[src/rtl/maxpool_scheduler.sv]
// Address sequencer for a 2x2/stride-2 max-pool unit over a CHW tensor.
// Takes one job descriptor, then issues one unit_go per output window and waits for unit_done.
module maxpool_scheduler #(
  parameter int unsigned ADDR_W = 32,
  parameter int unsigned DIM_W  = 16
) (
  input  logic              clk,
  input  logic              rst_l,
  input  logic              cfg_valid,
  output logic              cfg_ready,
  input  logic [ADDR_W-1:0] in_base,
  input  logic [ADDR_W-1:0] out_base,
  input  logic [DIM_W-1:0]  in_h,
  input  logic [DIM_W-1:0]  in_w,
  input  logic [DIM_W-1:0]  in_c,
  output logic              unit_go,
  input  logic              unit_done,
  output logic [ADDR_W-1:0] addr_a,
  output logic [ADDR_W-1:0] addr_b,
  output logic [ADDR_W-1:0] addr_c,
  output logic [ADDR_W-1:0] addr_d,
  output logic [ADDR_W-1:0] addr_out,
  output logic              busy,
  output logic              done,
  output logic              error,
  output logic [31:0]       win_count
);

  localparam int unsigned CNT_W = 32;

  typedef enum logic [2:0] {
    S_IDLE   = 3'd0,
    S_CHECK  = 3'd1,
    S_ISSUE  = 3'd2,
    S_WAIT   = 3'd3,
    S_STEP   = 3'd4,
    S_FINISH = 3'd5
  } state_e;

  state_e state_q, state_d;

  logic [ADDR_W-1:0] in_base_q,   in_base_d;
  logic [ADDR_W-1:0] out_base_q,  out_base_d;
  logic [DIM_W-1:0]  in_h_q,      in_h_d;
  logic [DIM_W-1:0]  in_w_q,      in_w_d;
  logic [DIM_W-1:0]  in_c_q,      in_c_d;
  logic [DIM_W-1:0]  oh_q,        oh_d;
  logic [DIM_W-1:0]  ow_q,        ow_d;
  logic [DIM_W-1:0]  ch_q,        ch_d;
  logic [DIM_W-1:0]  oy_q,        oy_d;
  logic [DIM_W-1:0]  ox_q,        ox_d;
  logic [ADDR_W-1:0] plane_q,     plane_d;
  logic [ADDR_W-1:0] chan_base_q, chan_base_d;
  logic [ADDR_W-1:0] row_base_q,  row_base_d;
  logic [ADDR_W-1:0] addr_a_q,    addr_a_d;
  logic [ADDR_W-1:0] addr_out_q,  addr_out_d;
  logic [CNT_W-1:0]  win_count_q, win_count_d;
  logic              error_q,     error_d;
  logic              addr_vld_q,  addr_vld_d;

  logic [ADDR_W-1:0] in_w_ext;
  logic [ADDR_W-1:0] row_stride;
  logic [ADDR_W-1:0] next_chan_base;
  logic [ADDR_W-1:0] next_row_base;
  logic              dims_bad;
  logic              last_col;
  logic              last_row;
  logic              last_ch;

  // Per-window step helpers: only adds, the plane product is precomputed in CHECK
  assign in_w_ext       = ADDR_W'(in_w_q);
  assign row_stride     = in_w_ext << 1;
  assign next_chan_base = chan_base_q + plane_q;
  assign next_row_base  = row_base_q + row_stride;
  assign dims_bad       = (in_h_q < DIM_W'(2)) || (in_w_q < DIM_W'(2)) || (in_c_q == '0);
  assign last_col       = (ox_q == ow_q - DIM_W'(1));
  assign last_row       = (oy_q == oh_q - DIM_W'(1));
  assign last_ch        = (ch_q == in_c_q - DIM_W'(1));

  // State and job registers
  always_ff @(posedge clk) begin
    if (!rst_l) begin
      state_q     <= S_IDLE;
      in_base_q   <= '0;
      out_base_q  <= '0;
      in_h_q      <= '0;
      in_w_q      <= '0;
      in_c_q      <= '0;
      oh_q        <= '0;
      ow_q        <= '0;
      ch_q        <= '0;
      oy_q        <= '0;
      ox_q        <= '0;
      plane_q     <= '0;
      chan_base_q <= '0;
      row_base_q  <= '0;
      addr_a_q    <= '0;
      addr_out_q  <= '0;
      win_count_q <= '0;
      error_q     <= 1'b0;
      addr_vld_q  <= 1'b0;
    end else begin
      state_q     <= state_d;
      in_base_q   <= in_base_d;
      out_base_q  <= out_base_d;
      in_h_q      <= in_h_d;
      in_w_q      <= in_w_d;
      in_c_q      <= in_c_d;
      oh_q        <= oh_d;
      ow_q        <= ow_d;
      ch_q        <= ch_d;
      oy_q        <= oy_d;
      ox_q        <= ox_d;
      plane_q     <= plane_d;
      chan_base_q <= chan_base_d;
      row_base_q  <= row_base_d;
      addr_a_q    <= addr_a_d;
      addr_out_q  <= addr_out_d;
      win_count_q <= win_count_d;
      error_q     <= error_d;
      addr_vld_q  <= addr_vld_d;
    end
  end

  // Next-state and datapath update
  always_comb begin
    state_d     = state_q;
    in_base_d   = in_base_q;
    out_base_d  = out_base_q;
    in_h_d      = in_h_q;
    in_w_d      = in_w_q;
    in_c_d      = in_c_q;
    oh_d        = oh_q;
    ow_d        = ow_q;
    ch_d        = ch_q;
    oy_d        = oy_q;
    ox_d        = ox_q;
    plane_d     = plane_q;
    chan_base_d = chan_base_q;
    row_base_d  = row_base_q;
    addr_a_d    = addr_a_q;
    addr_out_d  = addr_out_q;
    win_count_d = win_count_q;
    error_d     = error_q;
    addr_vld_d  = addr_vld_q;

    case (state_q)
      S_IDLE: begin
        if (cfg_valid) begin
          in_base_d   = in_base;
          out_base_d  = out_base;
          in_h_d      = in_h;
          in_w_d      = in_w;
          in_c_d      = in_c;
          win_count_d = '0;
          error_d     = 1'b0;
          addr_vld_d  = 1'b0;
          state_d     = S_CHECK;
        end
      end

      S_CHECK: begin
        if (dims_bad) begin
          error_d = 1'b1;
          state_d = S_FINISH;
        end else begin
          plane_d     = ADDR_W'(in_h_q) * in_w_ext;
          oh_d        = in_h_q >> 1;
          ow_d        = in_w_q >> 1;
          ch_d        = '0;
          oy_d        = '0;
          ox_d        = '0;
          chan_base_d = in_base_q;
          row_base_d  = in_base_q;
          addr_a_d    = in_base_q;
          addr_out_d  = out_base_q;
          addr_vld_d  = 1'b1;
          state_d     = S_ISSUE;
        end
      end

      S_ISSUE: begin
        state_d = S_WAIT;
      end

      S_WAIT: begin
        if (unit_done) begin
          win_count_d = win_count_q + CNT_W'(1);
          state_d     = S_STEP;
        end
      end

      S_STEP: begin
        addr_out_d = addr_out_q + ADDR_W'(1);
        if (!last_col) begin
          ox_d     = ox_q + DIM_W'(1);
          addr_a_d = addr_a_q + ADDR_W'(2);
        end else if (!last_row) begin
          ox_d       = '0;
          oy_d       = oy_q + DIM_W'(1);
          row_base_d = next_row_base;
          addr_a_d   = next_row_base;
        end else begin
          ox_d        = '0;
          oy_d        = '0;
          ch_d        = ch_q + DIM_W'(1);
          chan_base_d = next_chan_base;
          row_base_d  = next_chan_base;
          addr_a_d    = next_chan_base;
        end
        state_d = (last_col && last_row && last_ch) ? S_FINISH : S_ISSUE;
      end

      S_FINISH: begin
        state_d = S_IDLE;
      end

      default: begin
        state_d = S_IDLE;
      end
    endcase
  end

  // Status decodes straight from the state register
  assign cfg_ready = (state_q == S_IDLE);
  assign busy      = (state_q != S_IDLE);
  assign unit_go   = (state_q == S_ISSUE);
  assign done      = (state_q == S_FINISH);
  assign error     = error_q;
  assign win_count = win_count_q;

  // Neighbour addresses are zero until a job has produced a valid window
  assign addr_a   = addr_a_q;
  assign addr_out = addr_out_q;
  assign addr_b   = addr_vld_q ? (addr_a_q + ADDR_W'(1))            : '0;
  assign addr_c   = addr_vld_q ? (addr_a_q + in_w_ext)              : '0;
  assign addr_d   = addr_vld_q ? (addr_a_q + in_w_ext + ADDR_W'(1)) : '0;

endmodule
[config.mk]
export PLATFORM = sky130hd
export DESIGN_NAME = maxpool_scheduler
export DESIGN_NICKNAME = d
export VERILOG_FILES = /design/src/rtl/maxpool_scheduler.sv
export SDC_FILE = /design/constraint.sdc
export NUM_CORES = 2
export LEC_CHECK = 0
export CAP_MARGIN = 20
export CORE_MARGIN = 10
export CORE_UTILIZATION = 30
export DETAILED_ROUTE_END_ITERATION = 8
export PLACE_DENSITY = 0.53
export SKIP_CTS_REPAIR_TIMING = 1
export SLEW_MARGIN = 30
export SYNTH_ARGS = -nofsm -noshare
export SYNTH_HDL_FRONTEND = slang
export SYNTH_SLANG_ARGS = --single-unit
[constraint.sdc]
create_clock -name clk -period 11.3 [get_ports clk]
set_input_delay 2.825 -clock clk [delete_from_list [all_inputs] [get_ports clk]]
set_output_delay 2.825 -clock clk [all_outputs]
set_load 0.03 [all_outputs]
==> flow_summary_export.csv <==
group,metric,value,unit
status,status,"finished clean",
yosys,ys_ff_latch,387,
route,drt_iter0_markers,2138,
cts,h-tree-depth,2,
global_route,grt_pass1_wl,186000,um
yosys,syn_nets,4800,
floorplanning,initial_utilization,0.302,
route,vias,31400,
cts,cts.reportedPaths.clkPinSlew,0.06,ns
yosys,yosysUniqueCellTypes,95,
pwr,finalPower,6.85,mW
yosys,synth_ff_type,"dfxtp_1",
yosys,synth_top_area_frac,0.236,
min_path,hold_class,"reg -> reg",
placed_design,dpl-instance-area,0.0371,sq mm
placed_design,place_congestion,0.908,
yosys,yosysWarnings,0,
sta,rsz0062_at_grt,"no",
critical_path,cp.arrival,6.10,ns
floorplanning,num_rows,121,
final_layout,area_delta_synth_final,17.9,%
floorplanning,die_y,351,um
route,wl_per_cell,20.5,um
yosys,syn_area_per_cell,7.61,sq um
sta,final.period_utilization,0.790,
final_layout,finalInstanceArea,0.0387,sq mm
placed_design,dp_slack,3.10,ns
cts,cts_buffer_depth,3,
yosys,synth_top_cell_by_area,"dfxtp_1",
sta,fin_hold_ws,0.455,ns
yosys,async_reset_ff_frac,0,
yosys,seq_area_frac_synth,0.236,
global_route,antenna_found_initial,3,
pwr,ir_drop,103,uV
placed_design,dp_hpwl,88900,um
cts,cts_tree,"yes",
flow_run,maxCapViolCount,0,
yosys,postSynthCellCount,4308,
global_route,grt_usage,0.189,
route,final_antenna_net_count,0,
route,routed_wl,121000,um
floorplanning,io_pins,313,
critical_path,endpoint_kind,"primary output",
floorplanning,core,0.109,sq mm
critical_path,cp-start-kind,"flop",
critical_path,cp.required,8.48,ns
sta,max-slew-margin-rel,0.327,
final_layout,drive_gt1_frac,0.0422,
cts,root_buffer,"clkbuf_16",
cts,cts-buffers-inserted,47,
critical_path,crit_chain,"ha_1, fa_1, a21o_1, a221oi_1, xnor2_1, o2111a_1, nand4b_1, or4_1, or3_1, or4_1, a21oi_1, clkdlybuf4s50_1",
yosys,synth_edf_count,0,
global_route,grt_pass1_vias,30900,
sta,finalHoldViolCount,0,
sta,fin_crit,8.92,ns
sta,slew_violations,0,
placed_design,portBuffers,312,
min_path,hold_path_depth,2,
route,viasPerCell,5.33,
yosys,synth_common_cells,"nand2_1 (701), a21oi_1 (398), dfxtp_1 (387), nor2_1 (298), inv_1 (291)",
sta,worst_slew_pin_slew,1.01,ns
pwr,p_per_area,177,mW/mm^2
floorplanning,dieArea,0.123,sq mm
critical_path,cp_top_family,"simple AND/OR/NAND/NOR gates",
yosys,synth_most_common_cell,"nand2_1",
cts,numClockSinks,387,
critical_path,worst_r2r_path_depth,21,
cts,worstSkewPairLatency,0.62,ns
critical_path,cp_num_buf_inv,1,
critical_path,critical_path_class,"reg -> out",
critical_path,crit_cells,12,
sta,fin_skew,0.0295,ns
floorplanning,die-width,351,um
sta,setup_viol_count_final,0,
sta,setup_ws,2.38,ns
global_route,grt_max_degree,133,
critical_path,cpMaxStageDelayCell,"clkdlybuf4s50_1",
pwr,leakagePower,15.3,nW
global_route,overflow,0,
route,post-route-drc-count,0,
yosys,synth.area.top_cells,"dfxtp_1 (24%), fa_1 (12%), nand2_1 (8.0%), ha_1 (6.8%), a21oi_1 (6.1%)",
critical_path,crit_path_frequent_cell,"or4_1",
yosys,netlist_area,0.0328,sq mm
final_layout,nets,4935,
sta,fmax,0.112,GHz
critical_path,max_stage_delay,0.70,ns
critical_path,cp_max_fo,19,
route,first_pass_iters,5,
sta,fin_setup_tns,0,ns
[stage by stage]
step	utilization	std cells
6_report	0.356	5893
5_1_grt	0.356	5892
3_3_place_gp	0.341	5808
3_5_place_dp	0.341	5808
4_1_cts	0.356	5891
2_1_floorplan	-	4308
[flip-flops by register name (all words and copies together) (netlist names), 32 cells and up]
register	count
chan_base_q	32
out_base_q	32
win_count	32
row_base_q	32
addr_a	32
plane_q	32
in_base_q	32
addr_out	32
[kinds of logic after synthesis]
| group | Yosys count | synth area share |
|---|---|---|
| simple gates | 1732 | 0.253 |
| mux | 28 | 0.00866 |
| buf+inv | 572 | 0.0665 |
| xor+xnor | 219 | 0.0585 |
| fa+ha+maj | 376 | 0.189 |
| compound gates | 994 | 0.189 |
| flops | 387 | 0.236 |
[layout by cell type (no fill, tap or decap), types with 53 or more instances in the layout]
master	instances
and3_1	67
nand4_1	53
xor2_1	94
nor3_1	92
fa_1	197
and2_1	166
a21oi_1	398
nor2_1	297
inv_1	291
o21ai_0	187
clkdlybuf4s50_1	311
nand2_1	697
nand3_1	105
xnor2_1	125
dfxtp_1	381
ha_1	179
[worst paths after layout]
path / start / end / slack (ns)
min: in_h_q[3] / in_h_q[3] / 0.46
max: in_w_q[0] / addr_d[30] / 2.38
min reg2reg: in_h_q[3] / in_h_q[3] / 0.46
max reg2reg: in_w_q[8] / plane_q[18] / 4.18
[tightest hold or removal path, stage by stage, from the launching register on]
cell,delay [ns]
dfxtp_1,0.31
nand2_1,0.05
a21oi_1,0.05
[report_power, final]
part / switching [mW] / internal [mW] / leakage, nW
Combinational: 2.23 / 1.09 / 11.4
Sequential: 0.324 / 1.62 / 3.15
Clock: 0.661 / 0.925 / 0.766
[metal layers]
| layer | GRT usage | part of all wire |
|---|---|---|
| met1 | 0.249 | 0.45 |
| met4 | 0.0493 | 0.025 |
| met5 | 0 | 0.00018 |
| met2 | 0.323 | 0.47 |
| met3 | 0.0245 | 0.055 |
[final cells by class]
class,count,area (sq um)
multi-input cells,3349,22900
well taps,1414,1770
clock inverters,15,216
inverters,293,1110
fillers,11500,70000
clock buffers,68,1360
diodes,2,5.00
repair buffers,365,3520
flip-flops and latches,387,7750
Power figures use the tool's default switching activity.
